[src/rtl/uart_rx.sv]
// -----------------------------------------------------------------------------
// uart_rx - 8N1 UART receiver with mid-bit sampling.
//
// Recovers frames of 1 start bit, 8 data bits (LSB first) and 1 stop bit from
// an asynchronous serial line. Bit timing comes from a divide-by-BAUD_CNT
// counter. The start bit is re-checked at half a bit, and every later bit is
// sampled once at its nominal centre. There is no oversampling vote.
//
// Parameters
//   BAUD_CNT      clock cycles per bit (>= 4)
// Ports
//   clk           system clock, rising edge
//   rst           asynchronous active-high reset
//   rx            serial line, idle high, asynchronous to clk
//   rx_data       last correctly received byte, held until the next good frame
//   rx_valid      one-cycle pulse, rx_data updated this cycle
//   rx_frame_err  one-cycle pulse, stop bit sampled low, byte discarded
//   rx_busy       high whenever the receiver is not idle
// -----------------------------------------------------------------------------
`timescale 1ns/1ps
module uart_rx #(
  parameter int BAUD_CNT = 434
) (
  input  logic       clk,
  input  logic       rst,
  input  logic       rx,
  output logic [7:0] rx_data,
  output logic       rx_valid,
  output logic       rx_frame_err,
  output logic       rx_busy
);

  localparam int CW = (BAUD_CNT > 1) ? $clog2(BAUD_CNT) : 1;
  localparam logic [CW-1:0] LAST_C = CW'(BAUD_CNT - 1);
  localparam logic [CW-1:0] HALF_C = CW'(BAUD_CNT / 2 - 1);

  typedef enum logic [1:0] {IDLE, START, DATA, STOP} state_t;

  // Two-flop synchronizer plus one delay flop for falling-edge detection.
  // All three flops reset to 1 (line idle), so no edge is seen out of reset.
  logic rx_meta_q, rx_s_q, rx_dly_q;
  logic start_edge;

  always_ff @(posedge clk or posedge rst) begin
    if (rst) begin
      rx_meta_q <= 1'b1;
      rx_s_q    <= 1'b1;
      rx_dly_q  <= 1'b1;
    end else begin
      rx_meta_q <= rx;
      rx_s_q    <= rx_meta_q;
      rx_dly_q  <= rx_s_q;
    end
  end

  // A new frame needs a genuine high-to-low transition. A line held low after
  // a frame error or break cannot retrigger the receiver.
  assign start_edge = rx_dly_q & ~rx_s_q;

  state_t         state_q;
  logic [CW-1:0]  cnt_q;
  logic [2:0]     idx_q;
  logic [7:0]     shift_q;
  logic [7:0]     rx_data_q;
  logic           rx_valid_q;
  logic           rx_frame_err_q;
  logic           rx_busy_q;

  always_ff @(posedge clk or posedge rst) begin
    if (rst) begin
      state_q        <= IDLE;
      cnt_q          <= '0;
      idx_q          <= '0;
      shift_q        <= '0;
      rx_data_q      <= '0;
      rx_valid_q     <= 1'b0;
      rx_frame_err_q <= 1'b0;
      rx_busy_q      <= 1'b0;
    end else begin
      // Pulses last a single cycle unless re-asserted below.
      rx_valid_q     <= 1'b0;
      rx_frame_err_q <= 1'b0;

      case (state_q)
        IDLE: begin
          cnt_q <= '0;
          if (start_edge) begin
            state_q   <= START;
            rx_busy_q <= 1'b1;
          end
        end

        START: begin
          if (cnt_q == HALF_C) begin
            cnt_q <= '0;
            if (rx_s_q) begin
              // The line went high again before mid start bit, so this was a
              // glitch. Drop back without any pulse.
              state_q   <= IDLE;
              rx_busy_q <= 1'b0;
            end else begin
              state_q <= DATA;
              idx_q   <= '0;
            end
          end else begin
            cnt_q <= cnt_q + CW'(1);
          end
        end

        DATA: begin
          if (cnt_q == LAST_C) begin
            cnt_q          <= '0;
            shift_q[idx_q] <= rx_s_q;
            if (idx_q == 3'd7) begin
              state_q <= STOP;
            end else begin
              idx_q <= idx_q + 3'd1;
            end
          end else begin
            cnt_q <= cnt_q + CW'(1);
          end
        end

        STOP: begin
          if (cnt_q == LAST_C) begin
            cnt_q     <= '0;
            state_q   <= IDLE;
            rx_busy_q <= 1'b0;
            if (rx_s_q) begin
              rx_data_q  <= shift_q;
              rx_valid_q <= 1'b1;
            end else begin
              rx_frame_err_q <= 1'b1;
            end
          end else begin
            cnt_q <= cnt_q + CW'(1);
          end
        end

        default: begin
          state_q   <= IDLE;
          cnt_q     <= '0;
          rx_busy_q <= 1'b0;
        end
      endcase
    end
  end

  assign rx_data      = rx_data_q;
  assign rx_valid     = rx_valid_q;
  assign rx_frame_err = rx_frame_err_q;
  assign rx_busy      = rx_busy_q;

endmodule

[config.mk]
export PLATFORM = sky130hd
export DESIGN_NAME = uart_rx
export DESIGN_NICKNAME = d
export VERILOG_FILES = /design/src/rtl/uart_rx.sv
export SDC_FILE = /design/constraint.sdc
export NUM_CORES = 1
export LEC_CHECK = 0
export BUFFER_PORTS_ARGS = -buffer_cell sky130_fd_sc_hd__buf_2
export CORE_MARGIN = 5
export CORE_UTILIZATION = 50
export DETAILED_ROUTE_END_ITERATION = 8
export GPL_ROUTABILITY_DRIVEN = 0
export HOLD_SLACK_MARGIN = 0.03
export PLACE_DENSITY = 0.69
export SETUP_SLACK_MARGIN = 0.3
export SYNTH_ARGS = -nofsm -noshare
export SYNTH_HDL_FRONTEND = slang
export SYNTH_SLANG_ARGS = --single-unit
[constraint.sdc]
create_clock -name clk -period 2.1 [get_ports clk]
set_input_delay 0.21 -clock clk [delete_from_list [all_inputs] [get_ports clk]]
set_output_delay 0.21 -clock clk [all_outputs]
set_load 0.005 [all_outputs]
# After elaboration in Yosys (flattened, before gate mapping)
# Cells that the tools add are included.
[totals]
ramBits = 0
reg_bits = 36
memories = 0
latchBits = 0
rom_bits = 0
[classes]
n_mul = 0
n_shift = 0
n_div = 0
eq_ne = 14
order_cmp = 2
reduce_logical = 10
addsub = 2
n_bitwise = 2
muxes = 29
[ops]
columns = ["cell", "n"]
rows = [
  ["$pmux W9 S3", 1],
  ["$mux W9", 2],
  ["$ne A2 B2 Y1 const B", 8],
  ["$reduce_and A5 Y1", 3],
  ["$mux W2", 6],
  ["$mux W3", 4],
  ["$mux W1", 11],
  ["$add A9 B1 Y9 const B", 1],
  ["$eq A9 B8 Y1 const B", 1],
  ["$eq A9 B9 Y1 const B", 1],
  ["$bwmux W8", 1],
  ["$pmux W2 S4", 1],
  ["$pmux W3 S2", 1],
  ["$eq A2 B2 Y1 const B", 2],
  ["$lt A3 B4 Y1 const B", 1],
  ["$add A3 B1 Y3 const B", 1],
  ["$demux W1 S3", 1],
  ["$eq A3 B3 Y1 const B", 1],
  ["$ge A3 B1 Y1 const B", 1],
  ["$pmux W1 S3", 1],
  ["$reduce_and A3 Y1", 1],
  ["$reduce_bool A3 Y1", 1],
  ["$eq A2 B1 Y1 const B", 1],
  ["$logic_not A2 Y1", 1],
  ["other kinds (6)", 6],
]

# Depth between registers and ports, before layout
[depth]
word_depth = 5
mapped_depth = 7
mapped_depth_nobuf = 6

# Least setup slack after synthesis
# OpenSTA, ideal clock, no wires.
[synth_path]
path_type = "register -> register"
startpoint = "register cnt_q[1]"
endpoint = "register shift_q[5]"
period_less_slack_ns = 1.778
slack_ns = 0.322
required_time_ns = 1.975
t_arrival_ns = 1.653
stages_incl_launch_ff = 7
path_cell_list = "dfrtp_1 inv_1 ha_1 and4bb_1 nand4_4 nor4b_2 mux2_2"
[synth_via]
elab_chain_len = 2
[synth_rtl]
columns = ["element", "line", "source"]
rows = [
  ["start: declaration", "61", "logic [CW-1:0] cnt_q;"],
  ["start signal: assignment", "106", "cnt_q <= cnt_q + CW'(1);"],
  ["start signal: assignment", "120", "cnt_q <= cnt_q + CW'(1);"],
  ["start signal: assignment", "136", "cnt_q <= cnt_q + CW'(1);"],
  ["$eq A9 B9 Y1", "111", "if (cnt_q == LAST_C) begin"],
  ["$reduce_and A2 Y1 (no source line)", "--", ""],
  ["end signal: indexed assignment", "113", "shift_q[idx_q] <= rx_s_q;"],
  ["end: declaration", "63", "logic [7:0] shift_q;"],
]
# No other way between the ends.
# A chain may end at the register's enable or synchronous reset.

# Worst setup path in the final report
[layout_path]
startpoint = "register cnt_q[1]"
endpoint = "register rx_data_q[4] (netlist: rx_data[4])"
[layout_via]
elab_chain_len = 2
[layout_rtl]
columns = ["element", "line", "source"]
rows = [
  ["$eq A9 B9 Y1", "125", "if (cnt_q == LAST_C) begin"],
  ["$reduce_and A3 Y1 (no source line)", "--", ""],
  ["end signal: assignment", "130", "rx_data_q <= shift_q;"],
  ["end: declaration", "64", "logic [7:0] rx_data_q;"],
]
# No other way between the ends.

==> run metrics <==
area of the die=4558 um2; fin nets=171; I/O pin total=14; drt drc=0; Clock Tree Buf Depth=2; launching element type of the critical path=register; IO buf count=13; count of inserted antenna diode cells=0; static power due to leakage=0.9628 nW; Core Rows=20; unrepaired setup endpoints after global routing=true; number of levels in the clock H-tree=2; average vias per placed instance=5.639; commonest cells after routing, fill and taps aside=dfrtp_1, buf_2, nor2_1, mux2_4, buf_4; Yosys top cell by area=dfrtp_1; endpoints failing setup=0; Worst Clk Skew=0.01217 ns; WL/cell=17.02 um; Crit path arrival time=2.09 ns; gate count of the mapped netlist=133; portion of synthesized cell area occupied by the leading cell type=49.92%; relative slew slack=65.95%; library cell contributing the largest single delay on the critical path=dfrtp_1; syn nets=141; Hold Fails Final Rpt=0; DRT Pass-1 Iters=4; final critical-path required period=1.862 ns; Pins Over Slew Limit=0; Std-Cell Core Area=3103 um2; Synth warnings=0; cell-by-cell listing of the critical path=inv_2 > ha_4 > and4bb_1 > nand4_4 > buf_6 > nor2_4 > mux2_4; #FFs+latches synth=36; number of filler cells placed in the layout=232; Crit path required time=2.33 ns; share of the clock period used by the worst path after layout=88.67%; maximum frequency from static timing analysis=537.0 MHz; clock slew at reported path FFs=0.11 ns; crit path max fanout=5; clock latency on the worst-skew pair=0.34 ns; sum of negative setup slack=0 ns; Initial Utilization=53.31%; area added between synthesis and finish=27.76%; TritonCTS buffer count=5; Post-DRT Antenna Nets=0; result of the run=finished, final reports clean; horizontal extent of the die=67.52 um; Slew @ Worst Pin=0.5107 ns; maximum vdd drop=0.6711 mV; power density normalized to cell area=729.3 nW/um2; fraction of layout instances using a drive strength above 1=42.68%; drt first-iter violations=84; Worst Setup Path Type=reg -> reg; TritonCTS clock tree=yes; initial antenna violation count=0; share of the core filled with cells=68.10%; capturing element type of the critical path=register; post-synthesis cell type count=37; GRT Util Overall=16.58%; post-detail-place hpwl=2047 um; post-synth design cell area=1654 um2; clock tree sinks=36; Total Routed Length=3541 um; per-instance average area after synthesis=12.44 um2; dominant cells by area after synthesis=dfrtp_1, mux2_2, dfstp_2; commonest non-fill, non-tap cell in the layout=dfrtp_1; total gr overflow=0; post-layout total power=0.001541 W; wire length of the first global-routing pass=5540 um; number of global-route vias before repair=1,170; DIE HEIGHT=67.52 um; Via Count=1,173; Worst Hold Class=reg -> reg; cell at the root of the clock tree=clkbuf_4; sequential-to-total area share from yosys stat=54.69%; pin count of the biggest net entering global routing=37; Worst path max stage delay=0.41 ns; number of max-cap violations=0
sequential cells by signal (all words and copies together) (netlist names), named ones only:
| signal | flops |
|---|---|
| rx_data | 8 |
| rx_busy | 1 |
| rx_meta_q | 1 |
| rx_dly_q | 1 |
| shift_q | 8 |
| rx_s_q | 1 |
| cnt_q | 9 |
| rx_valid | 1 |
| idx_q | 3 |
| state_q | 1 |
| rx_frame_err | 1 |
timing repair:
item | in CTS | in global routing
pin swaps | 2 | 7
gates resized for setup | 15 | 20
endpoints found under the setup margin | 18 | 29
setup buffers | 8 | 1
hold buffers | 2 | 0
gates cloned | 1 | 1
hold endpoints to repair | 34 | 0
cell families (layout without fill, tap and decap cells):
| logic type | Yosys count | count (layout) | share of synthesized area, % |
|---|---|---|---|
| mux | 17 | 17 | 11.57 |
| buf+inv | 11 | 40 | 2.648 |
| compound gates | 12 | 13 | 5.598 |
| xor+xnor | 7 | 7 | 3.707 |
| simple gates | 45 | 46 | 18.00 |
| fa+ha+maj | 5 | 5 | 3.782 |
| flops | 36 | 36 | 54.69 |
power breakdown:
group,total [W],switching [W],leakage [nW],internal [W]
registers,0.000878,0.000113,0.467,0.000765
clock network,0.000394,0.000231,0.0305,0.000162
logic,0.000269,0.000131,0.466,0.000138
final cells by class:
type                    count  area, um2  share of cell area [%]
repair buffers             25      176.4                   8.348
inverters                   7      26.28                   1.243
multi-input cells          88      882.1                   41.74
well taps                  44      55.05                   2.605
flip-flops and latches     36      907.1                   42.92
clock buffers               6      51.30                   2.427
clock inverters             2      15.01                  0.7105
routing by layer:
| layer | vias to the layer above | wire length, um | global-route usage, % |
|---|---|---|---|
| li1 | 542 | - | - |
| met3 | 11 | 208 | 5.824 |
| met2 | 37 | 1603 | 24.79 |
| met4 | 0 | 85 | 6.835 |
| met5 | - | 0 | 0 |
| met1 | 583 | 1643 | 21.82 |
worst max-delay path, delay by kind of cell, from the launching register on:
family                   cells  cell delay [ns]
multiplexers                 1             0.33
flip-flops                   1             0.41
AND/OR/NAND/NOR              3             0.62
buffers and inverters        2             0.27
adder cells (fa/ha/maj)      1             0.11
synth_stat cells:
cell	number
dfrtp_1	33
mux2_2	15
nor2_1	12
inv_1	7
xor2_1	6
ha_1	5
nand3_1	5
nand4_1	5
dfstp_2	3
nand2_1	3
nor2b_1	3
nor4_1	3
a21oi_1	2
a22o_1	2
and4_1	2
buf_2	2
clkbuf_1	2
mux2_1	2
nand4b_1	2
nor4b_2	2
a21boi_0	1
a21o_1	1
a22oi_1	1
a2bb2oi_2	1
and3_1	1
and4bb_1	1
nand2b_1	1
nand4_4	1
nand4bb_1	1
nor2_4	1
nor3_1	1
nor4b_1	1
o21ai_0	1
o21bai_1	1
o22ai_1	1
o32ai_1	1
xnor2_1	1
final timing paths:
kind	from	endpoint	slack [ns]	depth (start not counted)
worst max register to register	cnt_q[1]	rx_data[4]	0.24	7
worst min register to register	rx_meta_q	rx_s_q	0.37	0
max in group asynchronous	rst	rx_dly_q	1.25	4
worst max-delay path	cnt_q[1]	rx_data[4]	0.24	7
worst min-delay path	rx_meta_q	rx_s_q	0.37	0
min in group asynchronous	rst	cnt_q[0]	0.50	4
metrics by stage:
stage	setup WS [ns]	hold slack, ns	std cells	area, um2
finish	0.2379	0.3697	208	2113
detailed placement	0.1320	0.3169	187	1764
global route	0.1566	0.3806	208	2113
CTS	0.2505	0.3731	206	2004
floorplan	0.3225	0.2145	133	1654
global placement	0.1949	0.3178	187	1764
No activity file was read; power rests on OpenSTA's default activity.
